--- src/rtl/dbg_disp_pkg.sv ---
// Shared constants, character helpers and FSM state type for the debug text-line writer.
package dbg_disp_pkg;

  localparam int CHAR_W   = 16;
  localparam int CH_CHARS = 14;

  localparam logic [7:0]        CHAR_PREFIX = 8'hFF;
  localparam logic [CHAR_W-1:0] CHAR_COLON  = {CHAR_PREFIX, 8'h3A};
  localparam logic [CHAR_W-1:0] CHAR_SPACE  = {CHAR_PREFIX, 8'h20};

  typedef enum logic [1:0] {
    ST_IDLE = 2'd0,
    ST_EMIT = 2'd1,
    ST_DONE = 2'd2
  } state_e;

  // Every character cell is the ASCII byte tagged with the display attribute prefix.
  function automatic logic [CHAR_W-1:0] make_char(input logic [7:0] ascii);
    return {CHAR_PREFIX, ascii};
  endfunction

endpackage

--- src/rtl/hex_char.sv ---
// Combinational nibble to uppercase hex character-code converter.
module hex_char
  import dbg_disp_pkg::*;
(
  input  logic [3:0]        nibble_i,
  output logic [CHAR_W-1:0] char_o
);

  logic [7:0] ascii;

  always_comb begin
    if (nibble_i < 4'd10) begin
      ascii = 8'h30 + {4'h0, nibble_i};
    end else begin
      ascii = 8'h37 + {4'h0, nibble_i};
    end
    char_o = make_char(ascii);
  end

endmodule

--- src/rtl/dbg_line_writer.sv ---
// Writes one text line "LBL:XXXXXXXX " per channel into a character sink on each start request.
// Optional build macro DBG_CHANGE_ONLY_EN: skip channels whose value did not change since last written.
module dbg_line_writer
  import dbg_disp_pkg::*;
#(
  parameter int                     NUM_CH     = 2,
  parameter int                     BASE_ADDR  = 68,
  parameter int                     ADDR_W     = 8,
  parameter logic [NUM_CH-1:0]      SHIFT_MASK = NUM_CH'(1),
  // Channel 0 ("INS ") sits in the low word, so it is the first label on the line.
  parameter logic [NUM_CH*32-1:0]   LABELS     = {"PC  ", "INS "}
) (
  input  logic                  clk,
  input  logic                  rst_n,
  input  logic                  start,
  input  logic                  word_mode,
  input  logic [NUM_CH*32-1:0]  data_in,
  input  logic                  wr_ready,
  output logic                  wr_valid,
  output logic [ADDR_W-1:0]     wr_addr,
  output logic [CHAR_W-1:0]     wr_data,
  output logic                  busy,
  output logic                  done
);

  localparam int DW   = NUM_CH * 32;
  localparam int CH_W = (NUM_CH > 1) ? $clog2(NUM_CH) : 1;

  state_e          state_q, state_d;
  logic [DW-1:0]   snap_q, snap_d;
  logic            mode_q, mode_d;
  logic [CH_W-1:0] ch_q, ch_d;
  logic [3:0]      char_q, char_d;

  logic [DW-1:0]     shifted;
  logic [31:0]       cur_val;
  logic [3:0]        nibble;
  logic [CHAR_W-1:0] hex_code;
  logic [CHAR_W-1:0] char_code;
  logic [ADDR_W-1:0] char_addr;
  int                ch_idx;
  int                k_idx;
  logic              ch_active;
  logic              emit_write;
  logic              write_fire;
  logic              last_ch;
  logic              last_char;
  logic              ch_done;

  function automatic logic [DW-1:0] apply_shift(input logic [DW-1:0] d, input logic m);
    logic [DW-1:0] r;
    for (int i = 0; i < NUM_CH; i++) begin
      r[i*32 +: 32] = (m && SHIFT_MASK[i]) ? {2'b00, d[i*32+2 +: 30]} : d[i*32 +: 32];
    end
    return r;
  endfunction

`ifdef DBG_CHANGE_ONLY_EN
  logic [DW-1:0]     hist_q, hist_d;
  logic [NUM_CH-1:0] mask_q, mask_d;
  logic [DW-1:0]     in_shifted;

  assign in_shifted = apply_shift(data_in, word_mode);
  assign ch_active  = mask_q[ch_q];
`else
  assign ch_active  = 1'b1;
`endif

  assign shifted    = apply_shift(snap_q, mode_q);
  assign ch_idx     = int'(ch_q);
  assign k_idx      = int'(char_q);
  assign cur_val    = shifted[ch_idx*32 +: 32];
  assign last_ch    = (ch_q == CH_W'(NUM_CH - 1));
  assign last_char  = (char_q == 4'(CH_CHARS - 1));
  assign emit_write = (state_q == ST_EMIT) && ch_active;
  assign write_fire = emit_write && wr_ready;
  assign ch_done    = !ch_active || (write_fire && last_char);

  // Address arithmetic is done at ADDR_W width so it wraps modulo 2^ADDR_W.
  assign char_addr = ADDR_W'(BASE_ADDR) + ADDR_W'(CH_CHARS) * ADDR_W'(ch_q) + ADDR_W'(char_q);

  always_comb begin
    nibble = cur_val[31:28];
    if (k_idx >= 5 && k_idx <= 12) begin
      nibble = cur_val[(12-k_idx)*4 +: 4];
    end
  end

  hex_char u_hex_char (
    .nibble_i (nibble),
    .char_o   (hex_code)
  );

  // Field layout: 4 label characters, colon, 8 hex digits MS nibble first, space.
  always_comb begin
    char_code = CHAR_SPACE;
    if (k_idx < 4) begin
      char_code = make_char(LABELS[ch_idx*32 + (3-k_idx)*8 +: 8]);
    end else if (k_idx == 4) begin
      char_code = CHAR_COLON;
    end else if (k_idx <= 12) begin
      char_code = hex_code;
    end
  end

  assign wr_valid = emit_write;
  assign wr_addr  = emit_write ? char_addr : '0;
  assign wr_data  = emit_write ? char_code : '0;
  assign busy     = (state_q != ST_IDLE);
  assign done     = (state_q == ST_DONE);

  always_comb begin
    state_d = state_q;
    snap_d  = snap_q;
    mode_d  = mode_q;
    ch_d    = ch_q;
    char_d  = char_q;
`ifdef DBG_CHANGE_ONLY_EN
    hist_d  = hist_q;
    mask_d  = mask_q;
`endif
    case (state_q)
      ST_IDLE: begin
        if (start) begin
          state_d = ST_EMIT;
          snap_d  = data_in;
          mode_d  = word_mode;
          ch_d    = '0;
          char_d  = '0;
`ifdef DBG_CHANGE_ONLY_EN
          for (int i = 0; i < NUM_CH; i++) begin
            mask_d[i] = (in_shifted[i*32 +: 32] != hist_q[i*32 +: 32]);
          end
`endif
        end
      end
      ST_EMIT: begin
`ifdef DBG_CHANGE_ONLY_EN
        if (write_fire && last_char) begin
          hist_d[ch_idx*32 +: 32] = cur_val;
        end
`endif
        if (ch_done) begin
          char_d = '0;
          if (last_ch) begin
            state_d = ST_DONE;
          end else begin
            ch_d = ch_q + CH_W'(1);
          end
        end else if (write_fire) begin
          char_d = char_q + 4'd1;
        end
      end
      ST_DONE: begin
        state_d = ST_IDLE;
      end
      default: begin
        state_d = ST_IDLE;
      end
    endcase
  end

  always_ff @(posedge clk or negedge rst_n) begin
    if (!rst_n) begin
      state_q <= ST_IDLE;
      snap_q  <= '0;
      mode_q  <= 1'b0;
      ch_q    <= '0;
      char_q  <= '0;
`ifdef DBG_CHANGE_ONLY_EN
      hist_q  <= '0;
      mask_q  <= '0;
`endif
    end else begin
      state_q <= state_d;
      snap_q  <= snap_d;
      mode_q  <= mode_d;
      ch_q    <= ch_d;
      char_q  <= char_d;
`ifdef DBG_CHANGE_ONLY_EN
      hist_q  <= hist_d;
      mask_q  <= mask_d;
`endif
    end
  end

endmodule

--- config.mk ---
export PLATFORM = sky130hd
export DESIGN_NAME = dbg_line_writer
export DESIGN_NICKNAME = d
export VERILOG_FILES = /design/src/rtl/dbg_disp_pkg.sv /design/src/rtl/hex_char.sv /design/src/rtl/dbg_line_writer.sv
export SDC_FILE = /design/constraint.sdc
export NUM_CORES = 1
export LEC_CHECK = 0
export CAP_MARGIN = 20
export CORE_ASPECT_RATIO = 0.8
export CORE_MARGIN = 3
export CORE_UTILIZATION = 56
export DETAILED_ROUTE_END_ITERATION = 12
export GPL_TIMING_DRIVEN = 0
export PLACE_DENSITY = 0.87
export SETUP_SLACK_MARGIN = 0.4
export SYNTH_ARGS = -nofsm -noshare
export SYNTH_HDL_FRONTEND = slang
export SYNTH_SLANG_ARGS = --single-unit
--- constraint.sdc ---
create_clock -name clk -period 8.4 [get_ports clk]
set_input_delay 1.26 -clock clk [delete_from_list [all_inputs] [get_ports clk]]
set_output_delay 1.26 -clock clk [all_outputs]
set_load 0.05 [all_outputs]
== Word level (Yosys, flattened, before mapping) ==
Index checks and enable logic that the tools add are counted.
W data, S select, Z words.

* Register bits: 72
* Bits in latches: 0
* Bits in writable memories: 0
* ROM bits: 0
* Logic and storage cells: 60
* Memories kept: 0

* $add $sub $neg: 9
* Multiply operators: 1
* Div/mod/pow operators: 0
* $lt $le $gt $ge: 4
* Equal/unequal tests: 8
* Shift-type cells: 3
* Muxes and demuxes: 20
* Bitwise gates (word level): 0
* Reduce and logical (&&, ||, !) cells: 10

{| class="wikitable"
|+ Operator list
! cell !! number
|-
| $shiftx A64 B7 Y32 || 1
|-
| $shiftx A64 B9 Y8 const A || 1
|-
| $mux W8 || 5
|-
| $mux W32 || 1
|-
| $shiftx A32 B7 Y4 || 1
|-
| $mux W16 || 1
|-
| $mux W4 || 4
|-
| $add A6 B4 Y7 const A || 2
|-
| $add A7 B8 Y9 || 1
|-
| $reduce_and A3 Y1 || 3
|-
| $add A7 B5 Y8 const A || 1
|-
| $add A8 B4 Y8 || 1
|-
| $eq A4 B4 Y1 const B || 2
|-
| $pmux W4 S2 || 1
|-
| $mux W2 || 3
|-
| $sub A2 B4 Y5 const A || 1
|-
| $sub A4 B4 Y5 const A || 1
|-
| $add A4 B1 Y4 const B || 1
|-
| $ge A4 B3 Y1 const B || 1
|-
| $le A4 B4 Y1 const B || 1
|-
| $lt A4 B3 Y1 const B || 1
|-
| $lt A4 B4 Y1 const B || 1
|-
| $mul A3 B1 Y4 const A || 1
|-
| $ne A2 B2 Y1 const B || 2
|-
| other kinds (12) || 17
|}

== Logic depth before layout (Yosys ltp) ==
Gate-level depths: netlist of the first run.

* Word-level depth: 10
* Mapped depth: 15
* Mapped depth without buffers: 12

== Cells and area by module ==
Synthesis of the first run repeated with hierarchy kept, for this count alone.

* Cell total of the unflattened synthesis: 386
* Area, all modules: 4351.7 µm²

{| class="wikitable"
|+ Modules (own cells, without submodules)
! module !! instances !! cells each !! area each (µm²) !! seq. area each (µm²)
|-
| dbg_line_writer || 1 || 361 || 4182.8 || 1801.7
|-
| hex_char || 1 || 25 || 168.9 || 0.0
|}

== Worst setup path before layout of the first run ==
OpenSTA, ideal clock, no wires.

* Kind: flip-flop to output port
* Start point: reg char_q[0]
* End point: out wr_data[2]
* Data arrival time: 4004 ps
* Data required time: 7140 ps
* Slack: 3136 ps
* Cell stages (with the launch flop): 14
* Cells stage by stage: dfrtp_1 > inv_2 > clkbuf_1 > ha_1 > xor2_1 > buf_2 > mux4_2 > o211ai_1 > o22ai_1 > inv_1 > ha_1 > inv_1 > o21a_1 > o31ai_1

* Cells in the longest elaborated chain, start to end: 9

{| class="wikitable"
|+ RTL lines
! element !! RTL line !! text
|-
| from (decl) || dbg_line_writer.sv:33 || <nowiki>logic [3:0] char_q, char_d;</nowiki>
|-
| from (signal assigned) || dbg_line_writer.sv:179 || <nowiki>char_q <= char_d;</nowiki>
|-
| $sub A4 B4 Y5, or another cell as far along || dbg_line_writer.sv:85 || <nowiki>nibble = cur_val[(12-k_idx)*4 +: 4];</nowiki>
|-
| $shiftx A32 B7 Y4 / $logic_and A1 B1 Y1 (equally long branches) || dbg_line_writer.sv:85, dbg_line_writer.sv:84 ||
|-
| $mux W4 || dbg_line_writer.sv:84 || <nowiki>if (k_idx >= 5 && k_idx <= 12) begin</nowiki>
|-
| $add A6 B4 Y7, or another cell as far along || hex_char.sv:15 || <nowiki>ascii = 8'h37 + {4'h0, nibble_i};</nowiki>
|-
| $mux W8 || hex_char.sv:12 || <nowiki>if (nibble_i < 4'd10) begin</nowiki>
|-
| $mux W8 || dbg_line_writer.sv:101 || <nowiki>end else if (k_idx <= 12) begin</nowiki>
|-
| $mux W8 || dbg_line_writer.sv:99 || <nowiki>end else if (k_idx == 4) begin</nowiki>
|-
| $mux W8 * || dbg_line_writer.sv:97 || <nowiki>if (k_idx < 4) begin</nowiki>
|-
| $mux W16 * || dbg_line_writer.sv:108 || <nowiki>assign wr_data = emit_write ? char_code : '0;</nowiki>
|-
| to (decl) || dbg_line_writer.sv:21 || <nowiki>output logic [CHAR_W-1:0] wr_data,</nowiki>
|}

Every way passes the cells marked *; elsewhere a longest branch is shown, timed or not.

== Worst setup path after layout of the first run ==
* Start point: reg char_q[0]
* End point: out wr_data[1]

The elaborated chain is that of the path after synthesis.

==> metrics.yaml, run 1 <==
status:
  status: "completed"
worst_setup_path:
  rrSetupSlack_ns: 6.02
  path_delay_family: "buffers and inverters"
  cp-start-kind: "flip-flop"
  cp.required_ns: 7.14
  crit_arrival_ns: 4.90
  slowest_stage: "clkdlybuf4s50_1"
  crit_chain: "inv_2 -> clkbuf_1 -> ha_1 -> buf_2 -> buf_2 -> mux4_1 -> a31oi_1 -> o32ai_1 -> a21oi_1 -> ha_1 -> o21ai_0 -> nor2b_1 -> o2111a_1 -> clkdlybuf4s50_1"
  setup.worst_path.end_class: "primary output"
  cp_max_fo: 11
  criticalPathCategory: "reg2out"
  cp_slowest_stage_delay_ns: 0.80
  critical_path_buf_inv_count: 5
sta:
  fin_skew_ns: 0.0151
  hold_viol_final: 0
  fin_crit_ns: 6.16
  post-route-period-util_pct: 73.3
  rsz0062_at_grt: "false"
  maxSlewViolCount: 0
  worst_pin_slew_ns: 0.888
  max_slew_margin_pct: 40.8
  finalSetupViolations: 0
  max_freq_ghz: 0.162
  tns_ns: 0
synthesis:
  ys_seq_area_share_pct: 40.1
  synth.avg_cell_area_um2: 11.8
  synth_cells: 381
  ys_ff_latch: 72
  synth.distinct_cells: 57
  synth_area_mm2: 0.00449
  ys_async_sr_fraction_pct: 100
  ys.flop_type: "dfrtp_1"
  synth_enable_flop_cells: 0
  yosysWarnings: 0
clock_network:
  post_cts_buffers: 0
  cts-hold-fix-buffers: 0
  clock-sinks: 72
  clkLatencyLatePin_ns: 0.35
  cts_tree: "built"
  clk_path_buf_depth: 2
  clkTransAtPathRegs_ns: 0.09
  cts_inserted_buffers: 9
  root_buffer: "clkbuf_8"
  cts_resized: 0
  h-tree-depth: 3
drt:
  ant_nets: 0
  num_vias: 3529
  vias_per_cell: 5.92
  wl_mm: 11.6
  drt_iter0_drc: 250
  drc: 0
  post_drt_wl_per_cell_um: 19.4
  dr.pass1.iters: 5
layout:
  final_nets: 572
  nFillCells: 503
  mostFrequentLayoutCell: "clkdlybuf4s50_1"
  drive_gt1_share_pct: 26.7
  areaGrowthSynthToFinish_pct: 28.4
  final_cell_mix: "92 x clkdlybuf4s50_1, 72 x dfrtp_1, 69 x mux2_2, 16 x nor2_1"
  diodes: 0
place:
  place_hpwl_mm: 8.58
  io_buffers: 93
  place_congestion: 0.904
global_routing:
  overflow: 0
  busiest_layer: "met2"
  first_global_vias: 3641
  gr-usage-met1_pct: 36.3
  grt_use_total_pct: 26.6
  grt_max_degree: 73
  antenna_found_initial: 0
  grt_pass1_wl_mm: 18.9
  use_met3_pct: 4.82
  use_met2_pct: 44.0
min_path:
  hp-class: "reg2reg"
die:
  die_y_um: 86.1
  core_mm2: 0.00760
  rows: 28
  ios: 96
  dieArea_mm2: 0.00914
  initial_utilization_pct: 59.1
  die_w_um: 106
run:
  maxCapViolCount: 0
[layout make-up]
class / instances / area [µm²] / area share, %
Multi-Input combinational cell: 262 / 2440 / 42.3
Sequential cell: 72 / 1800 / 31.2
Timing Repair Buffer: 93 / 928 / 16.1
Buffer: 34 / 204 / 3.53
Clock buffer: 10 / 138 / 2.39
Tap cell: 105 / 131 / 2.28
Clock inverter: 6 / 75.1 / 1.30
Inverter: 14 / 52.6 / 0.911
[sequential cells by signal (all words and copies together) (netlist names)]
register,flops
char_q,4
ch_q,1
state_q,2
mode_q,1
snap_q,64
[synthesized netlist by cell type (4+ instances only)]
cell type	instances	area, µm²
a21oi_1	11	55.1
and2_1	4	25.0
buf_2	7	35.0
buf_4	11	82.6
clkbuf_1	13	48.8
dfrtp_1	72	1800
ha_1	15	188
inv_1	11	41.3
mux2_1	10	113
mux2_2	69	777
mux2i_1	9	90.1
mux4_2	11	248
nand2_1	14	52.6
nand2b_1	8	50.1
nor2_1	16	60.1
nor2b_1	4	25.0
nor3_1	4	20.0
o21ai_0	15	75.1
o21ai_1	4	20.0
o31ai_1	4	30.0
or3_1	4	25.0
xnor2_1	4	35.0
[worst reg2reg max path: cells and delay by family (launching register included)]
kind | cells | cell delay (ns)
buffers and inverters | 1 | 0.58
DFF | 1 | 0.40
and+or+nand+nor | 3 | 0.94
AOI/OAI and AO/OA | 2 | 0.33
[per-stage QoR]
stage	worst slack [ns]	hold WS [ns]	utilization, %	instances	instance area [µm²]
2_1_floorplan	3.14	0.472	-	382	4500
3_3_place_gp	2.67	0.484	73.1	580	5560
3_5_place_dp	2.65	0.496	73.1	580	5560
4_1_cts	2.25	0.515	75.9	596	5770
5_1_grt	2.02	0.528	75.9	596	5770
6_report	2.24	0.513	75.9	596	5770
[worst paths after layout]
path / startpoint / endpoint / cells after the start
max reg2reg: state_q[0] / char_q[0] / 6
max: char_q[0] / wr_data[1] / 14
min reg2reg: snap_q[37] / snap_q[37] / 1
min: snap_q[37] / snap_q[37] / 1
min in group asynchronous: rst_n / snap_q[33] / 1
max in group asynchronous: rst_n / snap_q[10] / 1
[per-layer routing]
metal  vias to the layer above  wire length, µm
met1                      1753             5000
li1                       1600                -
met2                       152             5500
met5                         -                0
met4                         0              212
met3                        24              840
[logic make-up (layout without fill, tap and decap cells)]
group / after synthesis / count (layout) / synth area share [%]
compound gates: 69 / 69 / 11.1
xor+xnor: 6 / 6 / 1.17
fa+ha+maj: 17 / 17 / 5.07
buf+inv: 48 / 157 / 5.71
flops: 72 / 72 / 40.1
mux: 104 / 104 / 29.5
other cells: 1 / 2 / 0.0834
simple gates: 64 / 64 / 7.27
Power of run 1 is left out: the tool's default activity adds up to more than one toggle a clock period on the data nets, which glitch-free logic cannot reach.
==> run 2: changes to the inputs <==
CORE_UTILIZATION = 52   (was 56)
PLACE_DENSITY = 0.81   (was 0.87)
clock period = 6.3 ns   (was 8.4 ns; I/O delays follow)
==> run 2 against run 1 <==
Against the previous run:
- cell count rose by 0.34%
- clock skew shrank 0.010 ns
- worst hold slack improved by 0.0013 ns
- via count unchanged
- count of clock-buffer cells in the layout shrank 1
- register-to-register slack worse by 2.0 ns
- setup slack got worse by 1.6 ns
==> metrics.yaml, run 2 (synthesis results as in run 1) <==
layout:
  reg_top3: "snap_q x64, char_q x4, state_q x2"  # unchanged
  final_nets: 572  # unchanged
  instances_no_fill: 598  # was 596
  regMostFlops: "snap_q"  # unchanged
  nFillCells: 612  # was 503
  final_cell_mix: "91 x clkdlybuf4s50_1, 72 x dfrtp_1, 69 x mux2_2, 16 x nor2_1"  # was 92 x clkdlybuf4s50_1, 72 x dfrtp_1, 69 x mux2_2, 16 x nor2_1
  diodes: 0  # unchanged
  mostFrequentLayoutCell: "clkdlybuf4s50_1"  # unchanged
  areaGrowthSynthToFinish_pct: 28.1  # was 28.4%
  drive_gt1_share_pct: 26.7  # about the same
  largest_register_ff_count: 64  # unchanged
die:
  die_y_um: 89.2  # was 86.1 µm
  rows: 29  # was 28
  dieArea_mm2: 0.00980  # was 0.00914 mm²
  initial_utilization_pct: 55.0  # was 59.1%
  core_mm2: 0.00816  # was 0.00760 mm²
  ios: 96  # unchanged
  die_w_um: 110  # was 106 µm
global_routing:
  first_global_vias: 3527  # was 3641
  antenna_found_initial: 0  # unchanged
  grt_pass1_wl_mm: 17.7  # was 18.9 mm
  overflow: 0  # unchanged
  grt_use_total_pct: 23.9  # was 26.6%
  grt_max_degree: 73  # unchanged
clock_network:
  clkLatencyLatePin_ns: 0.35  # about the same
  cts_inserted_buffers: 9  # unchanged
  clk_path_buf_depth: 2  # unchanged
  cts_resized: 0  # unchanged
  post_cts_buffers: 0  # unchanged
  root_buffer: "clkbuf_8"  # unchanged
  clock-sinks: 72  # unchanged
  clkTransAtPathRegs_ns: 0.08  # was 0.09 ns
  cts-hold-fix-buffers: 0  # unchanged
  cts_tree: "built"  # unchanged
  h-tree-depth: 3  # unchanged
worst_setup_path:
  cp_max_fo: 11  # unchanged
  cp.required_ns: 5.35  # was 7.14 ns
  setup.worst_path.end_class: "primary output"  # unchanged
  criticalPathCategory: "reg2out"  # unchanged
  crit_arrival_ns: 4.67  # was 4.90 ns
  cp-start-kind: "flip-flop"  # unchanged
drt:
  route.met3.wl_um: 847  # was 840 µm
  drt_iter0_drc: 286  # was 250
  routed.top_layer: "met4"  # unchanged
  post_drt_wl_per_cell_um: 18.7  # was 19.4 µm
  wl_met1_mm: 4.85  # was 5.00 mm
  dr_wl_met2_mm: 5.34  # was 5.50 mm
  wl_mm: 11.2  # was 11.6 mm
  num_vias: 3529  # unchanged
  ant_nets: 0  # unchanged
  drc: 0  # unchanged
  vias_per_cell: 5.90  # was 5.92
  dr.pass1.iters: 4  # was 5
place:
  io_buffers: 93  # unchanged
  place_congestion: 0.877  # was 0.904
  place_hpwl_mm: 8.45  # was 8.58 mm
  placed_cells: 583  # was 580
sta:
  max_freq_ghz: 0.178
  worst_pin_slew_ns: 0.900  # was 0.888 ns
  hold_viol_final: 0  # unchanged
  maxSlewViolCount: 0  # unchanged
  post-route-period-util_pct: 89.1
  max_slew_margin_pct: 40.0  # was 40.8%
  finalSetupViolations: 0  # unchanged
  fin_crit_ns: 5.61
  tns_ns: 0  # unchanged
  fin_skew_ns: 0.00474  # was 0.0151 ns
  rsz0062_at_grt: "false"  # unchanged
min_path:
  hp-class: "reg2reg"  # unchanged
status:
  status: "completed"  # unchanged
run:
  maxCapViolCount: 0  # unchanged
## run 2: cell count changes in the layout (fill, tap and decap cells not counted), sizes merged
| cell | previous run | this run |
|---|---|---|
| clkbuf | 23 | 22 |
| clkdlybuf4s50 | 92 | 91 |
| clkinv | 2 | 1 |
| clkinvlp | 1 | 2 |
| dlymetal6s2s | 0 | 1 |
## run 2: cell type report
cell class              count  area, µm²  area share [%]
plain buffers              34        205            3.56
clock inverters             6       67.6            1.17
well taps                 108        135            2.35
inverters                  14       52.6           0.913
repair buffers             93        931            16.2
flip-flops and latches     72       1800            31.3
multi-input cells         262       2440            42.4
clock buffers               9        124            2.15
## run 2: critical path, stage by stage (launching register included)
cell and delay [ns]:
dfrtp_1 0.49, inv_2 0.15, clkbuf_2 0.29, ha_1 0.36, xor2_1 0.32, buf_2 0.31, mux2i_1 0.26, a32oi_1 0.09
a221oi_1 0.31, o22ai_1 0.21, inv_1 0.09, ha_1 0.16, inv_1 0.05, o21a_1 0.18, o31ai_1 0.19, clkdlybuf4s50_1 0.84
## run 2: routing by layer
metal,GRT usage (%),vias up
met2,40.2,162
met1,32.1,1752
li1,-,1602
met3,4.91,13
met5,0,-
met4,5.89,0
## run 2: worst paths after layout
check | from | endpoint | slack, ns | depth (start not counted)
max | char_q[0] | wr_data[2] | 0.69 | 15
min | snap_q[0] | snap_q[0] | 0.51 | 1
max reg2reg | state_q[1] | snap_q[51] | 4.02 | 4
min reg2reg | snap_q[0] | snap_q[0] | 0.51 | 1
max in group asynchronous | rst_n | char_q[1] | 5.00 | 1
min in group asynchronous | rst_n | snap_q[25] | 0.71 | 1
## run 2: per-stage QoR
| stage | util (%) | instance area (µm²) | setup slack, ns | hold WS (ns) |
|---|---|---|---|---|
| finish | 70.5 | 5760 | 0.686 | 0.514 |
| global route | 70.5 | 5760 | 0.432 | 0.530 |
| CTS | 70.5 | 5750 | 0.408 | 0.514 |
| detailed placement | 68.1 | 5560 | 0.806 | 0.492 |
| global placement | 68.2 | 5560 | 0.879 | 0.482 |
| floorplan | - | 4500 | 1.35 | 0.472 |
Power of run 2 is left out for the same reason.
